**src/rtl/regfile_pkg.sv**
```systemverilog
// Shared definitions for the scoreboarded register file.
// MIPS register names, default geometry and the counter saturation helper.
package regfile_pkg;

    localparam int DEF_DATA_W = 32;
    localparam int DEF_ADDR_W = 5;
    localparam int DEF_NREGS  = 2 ** DEF_ADDR_W;

    localparam logic [4:0] ZERO = 5'd0;
    localparam logic [4:0] AT   = 5'd1;
    localparam logic [4:0] V0   = 5'd2;
    localparam logic [4:0] V1   = 5'd3;
    localparam logic [4:0] A0   = 5'd4;
    localparam logic [4:0] A1   = 5'd5;
    localparam logic [4:0] A2   = 5'd6;
    localparam logic [4:0] A3   = 5'd7;
    localparam logic [4:0] T0   = 5'd8;
    localparam logic [4:0] T1   = 5'd9;
    localparam logic [4:0] T2   = 5'd10;
    localparam logic [4:0] T3   = 5'd11;
    localparam logic [4:0] T4   = 5'd12;
    localparam logic [4:0] T5   = 5'd13;
    localparam logic [4:0] T6   = 5'd14;
    localparam logic [4:0] T7   = 5'd15;
    localparam logic [4:0] S0   = 5'd16;
    localparam logic [4:0] S1   = 5'd17;
    localparam logic [4:0] S2   = 5'd18;
    localparam logic [4:0] S3   = 5'd19;
    localparam logic [4:0] S4   = 5'd20;
    localparam logic [4:0] S5   = 5'd21;
    localparam logic [4:0] S6   = 5'd22;
    localparam logic [4:0] S7   = 5'd23;
    localparam logic [4:0] T8   = 5'd24;
    localparam logic [4:0] T9   = 5'd25;
    localparam logic [4:0] K0   = 5'd26;
    localparam logic [4:0] K1   = 5'd27;
    localparam logic [4:0] GP   = 5'd28;
    localparam logic [4:0] SP   = 5'd29;
    localparam logic [4:0] FP   = 5'd30;
    localparam logic [4:0] RA   = 5'd31;

    // Largest value a w-bit outstanding-write counter may hold.
    function automatic int unsigned cnt_max(input int unsigned w);
        return (32'd1 << w) - 32'd1;
    endfunction

endpackage

```
**src/rtl/regfile_sb_cnt.sv**
```systemverilog
// Saturating up/down outstanding-write counter for one register.
// Flush clears it; increment at max and decrement at zero are ignored.
module regfile_sb_cnt
    import regfile_pkg::*;
#(
    parameter int CNT_W = 2
) (
    input  logic             clk,
    input  logic             rst_n,
    input  logic             flush,
    input  logic             inc,
    input  logic             dec,
    output logic [CNT_W-1:0] cnt,
    output logic             full,
    output logic             nz
);

    localparam logic [CNT_W-1:0] MAX = CNT_W'(cnt_max(CNT_W));

    logic [CNT_W-1:0] cnt_q;
    logic [CNT_W-1:0] cnt_d;
    logic             inc_ok;
    logic             dec_ok;

    assign cnt  = cnt_q;
    assign full = (cnt_q == MAX);
    assign nz   = (cnt_q != '0);

    always_comb begin
        inc_ok = inc & ~full;
        dec_ok = dec & nz;
        cnt_d  = cnt_q;
        if (flush) begin
            cnt_d = '0;
        end else if (inc_ok & ~dec_ok) begin
            cnt_d = cnt_q + CNT_W'(1);
        end else if (dec_ok & ~inc_ok) begin
            cnt_d = cnt_q - CNT_W'(1);
        end
    end

    always_ff @(posedge clk) begin
        if (!rst_n) begin
            cnt_q <= '0;
        end else begin
            cnt_q <= cnt_d;
        end
    end

endmodule

```
**src/rtl/regfile_sb.sv**
```systemverilog
// Multi-port register file with per-register write scoreboard.
// Define REGFILE_BYPASS_EN to forward writeback data and busy state.
module regfile_sb
    import regfile_pkg::*;
#(
    parameter int DATA_W   = DEF_DATA_W,
    parameter int ADDR_W   = DEF_ADDR_W,
    parameter int NUM_RD   = 2,
    parameter int CNT_W    = 2,
    parameter int ZERO_REG = 1
) (
    input  logic                     clk,
    input  logic                     rst_n,
    input  logic [NUM_RD*ADDR_W-1:0] rd_addr,
    output logic [NUM_RD*DATA_W-1:0] rd_data,
    output logic [NUM_RD-1:0]        rd_busy,
    input  logic                     wr_en,
    input  logic [ADDR_W-1:0]        wr_addr,
    input  logic [DATA_W-1:0]        wr_data,
    input  logic                     issue_en,
    input  logic [ADDR_W-1:0]        issue_addr,
    output logic                     issue_full,
    input  logic                     flush,
    output logic                     any_busy,
    output logic                     wb_err
);

    localparam int NREGS = 2 ** ADDR_W;

    logic [DATA_W-1:0] mem_q [NREGS];
    logic [DATA_W-1:0] mem_d [NREGS];
    logic [CNT_W-1:0]  cnt   [NREGS];
    logic [NREGS-1:0]  full_v;
    logic [NREGS-1:0]  nz_v;
    logic [NREGS-1:0]  inc_v;
    logic [NREGS-1:0]  dec_v;
    logic              wb_err_q;
    logic              wb_err_d;
    logic              wr_ok;

    function automatic logic is_zero(input logic [ADDR_W-1:0] a);
        return (ZERO_REG != 0) && (a == '0);
    endfunction

    assign wr_ok      = wr_en & ~is_zero(wr_addr);
    assign issue_full = issue_en & full_v[issue_addr];
    assign any_busy   = |nz_v;
    assign wb_err     = wb_err_q;

    for (genvar r = 0; r < NREGS; r++) begin : g_cnt
        if ((ZERO_REG != 0) && (r == 0)) begin : g_zero
            assign cnt[r]    = '0;
            assign full_v[r] = 1'b0;
            assign nz_v[r]   = 1'b0;
            assign inc_v[r]  = 1'b0;
            assign dec_v[r]  = 1'b0;
        end else begin : g_live
            assign inc_v[r] = issue_en & ~flush
                            & (issue_addr == ADDR_W'(r));
            assign dec_v[r] = wr_en & ~flush
                            & (wr_addr == ADDR_W'(r));
            regfile_sb_cnt #(
                .CNT_W(CNT_W)
            ) u_cnt (
                .clk  (clk),
                .rst_n(rst_n),
                .flush(flush),
                .inc  (inc_v[r]),
                .dec  (dec_v[r]),
                .cnt  (cnt[r]),
                .full (full_v[r]),
                .nz   (nz_v[r])
            );
        end
    end

    always_comb begin
        for (int i = 0; i < NREGS; i++) begin
            mem_d[i] = mem_q[i];
        end
        if (wr_ok) begin
            mem_d[wr_addr] = wr_data;
        end
    end

    // Writeback with no outstanding issue is a decode bug; keep it sticky.
    always_comb begin
        wb_err_d = wb_err_q | (wr_ok & ~flush & ~nz_v[wr_addr]);
    end

    always_ff @(posedge clk) begin
        if (!rst_n) begin
            for (int i = 0; i < NREGS; i++) begin
                mem_q[i] <= '0;
            end
            wb_err_q <= 1'b0;
        end else begin
            for (int i = 0; i < NREGS; i++) begin
                mem_q[i] <= mem_d[i];
            end
            wb_err_q <= wb_err_d;
        end
    end

    always_comb begin
        logic [ADDR_W-1:0] a;
        logic [DATA_W-1:0] data;
        logic              busy;
        rd_data = '0;
        rd_busy = '0;
        for (int k = 0; k < NUM_RD; k++) begin
            a    = rd_addr[k*ADDR_W +: ADDR_W];
            data = mem_q[a];
            busy = (cnt[a] != '0);
`ifdef REGFILE_BYPASS_EN
            if (rst_n && wr_ok && (wr_addr == a)) begin
                data = wr_data;
                busy = (issue_en & ~issue_full & (issue_addr == a))
                     | (cnt[a] > CNT_W'(1));
            end
`endif
            if (is_zero(a)) begin
                data = '0;
                busy = 1'b0;
            end
            rd_data[k*DATA_W +: DATA_W] = data;
            rd_busy[k]                  = busy;
        end
    end

endmodule

```
**config.mk**
```make
export PLATFORM = sky130hd
export DESIGN_NAME = regfile_sb
export DESIGN_NICKNAME = d
export VERILOG_FILES = /design/src/rtl/regfile_pkg.sv /design/src/rtl/regfile_sb_cnt.sv /design/src/rtl/regfile_sb.sv
export SDC_FILE = /design/constraint.sdc
export NUM_CORES = 2
export LEC_CHECK = 0
export ABC_CLOCK_PERIOD_IN_PS = 2700
export CAP_MARGIN = 20
export CORE_MARGIN = 1.5
export CORE_UTILIZATION = 40
export CTS_CLUSTER_SIZE = 30
export DETAILED_ROUTE_END_ITERATION = 10
export MAX_ROUTING_LAYER = met4
export PLACE_DENSITY_LB_ADDON = 0.05
export SETUP_SLACK_MARGIN = 0.5
export SYNTH_ARGS = -nofsm -noshare
export SYNTH_HDL_FRONTEND = slang
export SYNTH_SLANG_ARGS = --single-unit
```
**constraint.sdc**
```tcl
create_clock -name clk -period 2.7 [get_ports clk]
set_input_delay 0.54 -clock clk [delete_from_list [all_inputs] [get_ports clk]]
set_output_delay 0.54 -clock clk [all_outputs]
set_load 0.05 [all_outputs]
```
-- Word level (Yosys, flattened, before mapping)
Memory sizes are Yosys's and may differ from the RTL's.
Cells that the tools add are included.
Widths: inputs -> output; s select.
- input bits: 57
- memories kept: 1
- register bits: 63
- RAM bits: 1024
- memory list (memory ; depth ; bits a word ; read ports ; clocked after Yosys merged registers in ; write ports ; RTL line ; text):
    mem_q ; 32 ; 32 ; 34 ; 0 ; 32 ; regfile_sb.sv:30 ; logic [DATA_W-1:0] mem_q [NREGS];
- bitwise logic cells: 325
- add/sub/neg operators: 62
- reduce and logical (&&, ||, !) cells: 70
- order comparisons: 6
- muxes and demuxes: 114
- equality and inequality tests: 93
- operators with widths (operator ; count):
    $mux 32 ; 35
    $bwmux 1024 ; 1
    $mux 1024 ; 1
    $and 1x1->1 ; 192
    $demux 32 s5 ; 1
    $eq 5x5->1 const B ; 32
    $mux 2 ; 66
    $reduce_bool 2->1 ; 64
    $not 1->1 ; 97
    $eq 5x4->1 const B ; 16
    $add 2x1->2 const B ; 31
    $eq 2x2->1 const B ; 31
    $sub 2x1->2 const B ; 31
    $eq 5x3->1 const B ; 8
    $or 1x1->1 ; 33
    $reduce_or 31->1 ; 1
    $bmux 2 s5 ; 2
    $eq 5x2->1 const B ; 4
    $ge 6x6->1 const B ; 3
    $not 5->6 ; 3
    $logic_not 5->1 ; 3
    $lt 5x6->1 const B ; 2
    $bmux 1 s5 ; 2
    $eq 5x1->1 const B ; 2
    4 further kinds ; 9

-- Depth between registers and ports, before layout
- word-level depth: 8
- gate-level depth with buffers: 9

-- Modules after synthesis
Synthesis repeated with hierarchy kept, for this count alone.
- cells, all modules: 6369
- area, all modules: 59505.8 um^2
- modules (own cells, without submodules) (module ; area an instance (um^2) ; cells each ; times used):
    regfile_sb ; 55782.2 ; 5935 ; 1
    regfile_sb_cnt ; 120.1 ; 14 ; 31

-- Least setup slack after synthesis
No wires, ideal clock.
- path type: input to output
- start: input rd_addr[1]
- end: output rd_busy[0]
- setup slack: -938 ps
- required time: 2160 ps
- arrival: 3098 ps
- stages on the path: 8
- path buffers: 4
- cells stage by stage: buf_2 -> buf_6 -> clkbuf_1 -> buf_2 -> mux4_2 -> nand3b_1 -> nand3_1 -> o21ai_0
- word-level cells in the longest chain between the ends: 6
- ends and longest elaborated chain (item ; RTL line ; text):
    start, declared ; regfile_sb.sv:14 ; input logic [NUM_RD*ADDR_W-1:0] rd_addr,
    $not 5->6 (not written as such) ; regfile_sb.sv:114 ; busy = (cnt[a] != '0);
    $bmux 2 s5 ; regfile_sb.sv:114 ;
    $mux 2 (not written as such) (2 in series) ; regfile_sb.sv:114 ;
    $reduce_bool 2->1 ; regfile_sb.sv:114 ;
    $mux 1 * ; regfile_sb.sv:122 ; if (is_zero(a)) begin
    end, declared ; regfile_sb.sv:16 ; output logic [NUM_RD-1:0] rd_busy,
Every way passes the cells marked *; elsewhere a longest branch is shown, timed or not. The select of a mux whose other input is x is not followed.

==> results.yml <==
outcome:
  outcome: "complete, but fails checks"
  failed_checks: "setup timing"
layout:
  layout-drive-gt1-share_pct: 30.89
  layout_common_cells: "2030 x nand2_1, 1031 x a21oi_1, 910 x dfxtp_1"
  nets: 6418
  stdcell_area_um2: 70720
  area_delta_synth_final_pct: 26.55
  mostFrequentLayoutCell: "nand2_1"
  final_core_util_pct: 51.25
clock_tree:
  cts_hold_buf: 0
  cts_max_path_buffers: 3
  cts_buffers: 121
  tritoncts: "done"
  clock_sinks: 1087
  clock_latency_ps: 760
  clk_pin_slew_ps: 60
  h-tree-depth: 3
  clk_root_buffer_cell: "clkbuf_16"
timing:
  max_freq_mhz: 321.2
  rsz0062_at_grt: "true"
  slew_violations: 0
  hold_viol: 0
  period_minus_slack_ps: 3113
  fin_ws_ps: -412.9
  worst_pin_slew_ps: 702.0
  fin_crit_sh_pct: 115.3
  setup_viol: 68
  skew_ps: 30.06
  relSlewSlack_pct: 53.20
  setup_tns_ps: -20320
worst_setup_path:
  cp_cell_sequence: "mux4_2 -> mux4_2 -> nand2_2 -> o21ai_4 -> buf_6"
  crit_top_cell: "mux4_2"
  r2r-start: "g_cnt[30].g_live.u_cnt.cnt[0]"
  endpoint_kind: "output port"
  worstPathMaxFanout: 3
  cp_data_arrival_time_ps: 2570
  reg2reg_to: "g_cnt[30].g_live.u_cnt.cnt[1]"
  r2r_slack_ps: 860
  reg2regPathDepth: 8
  slowest_stage: "mux4_2"
  startpoint_type: "register"
  cp.required_ps: 2160
  cp_slowest_stage_delay_ps: 600
  worstSetupPathType: "reg2out"
place:
  dp_slack_ps: -491.0
  place_congestion: 0.9246
  placed_cell_area_um2: 64640
  dp_hpwl_um: 154600
  io_buffer_count: 125
yosys:
  synth_area_um2: 55880
  synth_nets: 6180
  seq_area_frac_synth_pct: 38.94
  ys_ff_latch: 1087
  synth_edf_count: 0
  synth_warnings: 0
  ys.flop_type: "dfxtp_1"
  avgSynthCellArea_um2: 9.173
  yosysUniqueCellTypes: 50
  syn-instance-count: 6092
  async_reset_ff_share_pct: 0
global_route:
  grt_pass1_vias: 47120
  grt_overflow_total: 0
  grt_max_degree: 120
  antenna_found_initial: 4
  grt_pass1_wl_um: 343700
  grt.total_usage_pct: 34.33
detailed_routing:
  via_per_inst: 5.992
  drtPass1Iterations: 6
  vias: 49670
  drtIter0Drc: 5882
  drtAntennaViolNets: 0
  drc: 0
  wirelength_um: 239200
  avgRoutedWirePerCell_um: 28.86
power_and_ir_drop:
  p_total_uw: 37430
  vdd.ir_drop.worst_v: 0.0005185
  seq_power_share_pct: 43.3
  p_comb_share_pct: 9.7
  power_density_nw_per_um2: 529.2
  p_int_uw: 27900
  p_sw_uw: 9528
  p_sw_share_pct: 25.46
  clock_power_share_pct: 47.0
  power.leakage_uw: 0.02376
run:
  maxCapViolations: 0
die:
  initial_core_util_pct: 40.49
  coreArea_um2: 138000
  die-area_um2: 142000
  dieWidth_um: 376.8
  placementRows: 136
  io_pins: 126
  dieHeight_um: 376.8
hold_path:
  hp-class: "in2reg"
  worstHoldPathCells: 3
  min_to: "mem_q[19][25]"
  hold_path_startpoint: "rst_n"
==> worst max-delay path, delay by kind of cell, from the launching register on <==
family          cells  cell delay, ps
compound gates      1              80
buf+inv             1             160
flops               1             320
mux                 2            1110
simple gates        1             140
==> synthesized netlist by cell type, drive strengths merged, types with 2 or more instances <==
cell / instances / share of area, %
inv: 68 / 0.46
a211oi: 13 / 0.17
o41ai: 2 / 0.031
and4: 2 / 0.031
mux4: 663 / 27
nor4: 3 / 0.034
o21ai: 104 / 0.93
or3: 32 / 0.36
nor2: 116 / 0.78
ha: 31 / 0.69
nor3b: 16 / 0.21
and3b: 3 / 0.047
nand2b: 4 / 0.045
dfxtp: 1087 / 39
o211ai: 3 / 0.040
or2: 3 / 0.034
xor2: 62 / 0.97
clkbuf: 418 / 2.8
and3: 3 / 0.034
nand2: 2127 / 14
nor2b: 9 / 0.10
or3b: 2 / 0.031
nor3: 5 / 0.045
nand3b: 32 / 0.43
a21oi: 1031 / 9.2
nand4: 9 / 0.10
buf: 174 / 1.6
nand3: 17 / 0.15
and2: 37 / 0.41
o221ai: 2 / 0.031
==> cell families (layout without fill, tap and decap cells) <==
| group | count (synthesis) | count (layout) | synth area share, % |
|---|---|---|---|
| AOI/OAI and AO/OA | 1167 | 1167 | 10.63 |
| xor gates and xnor gates | 62 | 62 | 0.9717 |
| adders and majority gates | 31 | 31 | 0.6941 |
| buffers and inverters | 660 | 993 | 4.872 |
| DFF | 1087 | 1087 | 38.94 |
| muxes | 664 | 664 | 26.74 |
| other | 0 | 1 | 0 |
| and+or+nand+nor | 2421 | 2421 | 17.15 |
==> metrics by stage <==
step                std cells  hold WS (ps)
global placement         8004         438.3
global route             8289         347.5
floorplan                6092         424.9
detailed placement       8004         445.1
finish                   8289         357.9
CTS                      8277         326.3
==> state kept, by name, summed over array words and instances (netlist names) <==
name and count:
g_cnt.g_live.u_cnt.cnt 62, wb_err 1, mem_q 1024
==> layer usage <==
metal	track usage, %	up-vias	share of wire (%)
met2	51.86	2383	45
li1	-	21740	-
met3	6.076	443	9.2
met4	10.02	0	3.3
met1	47.17	25100	42
met5	-	-	0
==> worst max-delay path by stage <==
stage | from | end | slack, ps | depth (start not counted)
floorplan | rd_addr[0] | rd_data[21] | 40 | 7
global placement | rd_addr[5] | rd_data[61] | -450 | 7
detailed placement | rd_addr[5] | rd_data[61] | -490 | 7
CTS | g_cnt[30].g_live.u_cnt.cnt[1] | rd_busy[1] | -440 | 5
global route | g_cnt[31].g_live.u_cnt.cnt[0] | rd_busy[0] | -460 | 6
finish | mem_q[19][14] | rd_data[46] | -410 | 5
==> final cells by class <==
cell class                      instances  area, um2
Fill cell                           12530      67280
Clock buffer                          190       3680
Tap cell                             1863       2331
Sequential cell                      1087      22030
Inverter                               68      280.3
Timing Repair Buffer                  707       8808
Multi-Input combinational cell       4345      33110
Antenna cell                            1      2.502
Clock inverter                         28      469.2
==> power groups by stage <==
stage | registers [uW] | logic, uW | clock network [uW]
2_1_floorplan | 16600 | 1950 | 0
5_1_grt | 16200 | 3760 | 18400
3_5_place_dp | 16600 | 3400 | 0
4_1_cts | 16200 | 3560 | 17800
3_3_place_gp | 16600 | 3400 | 0
6_report | 16200 | 3630 | 17600
==> repair_timing <==
action                                  4_1_cts  5_1_grt
buffers inserted                             43        8
endpoints found under the setup margin       70       81
pin swaps                                    23       11
gates cloned                                 12        3
gates resized for setup                     363       85
Power figures use the tool's default switching activity.
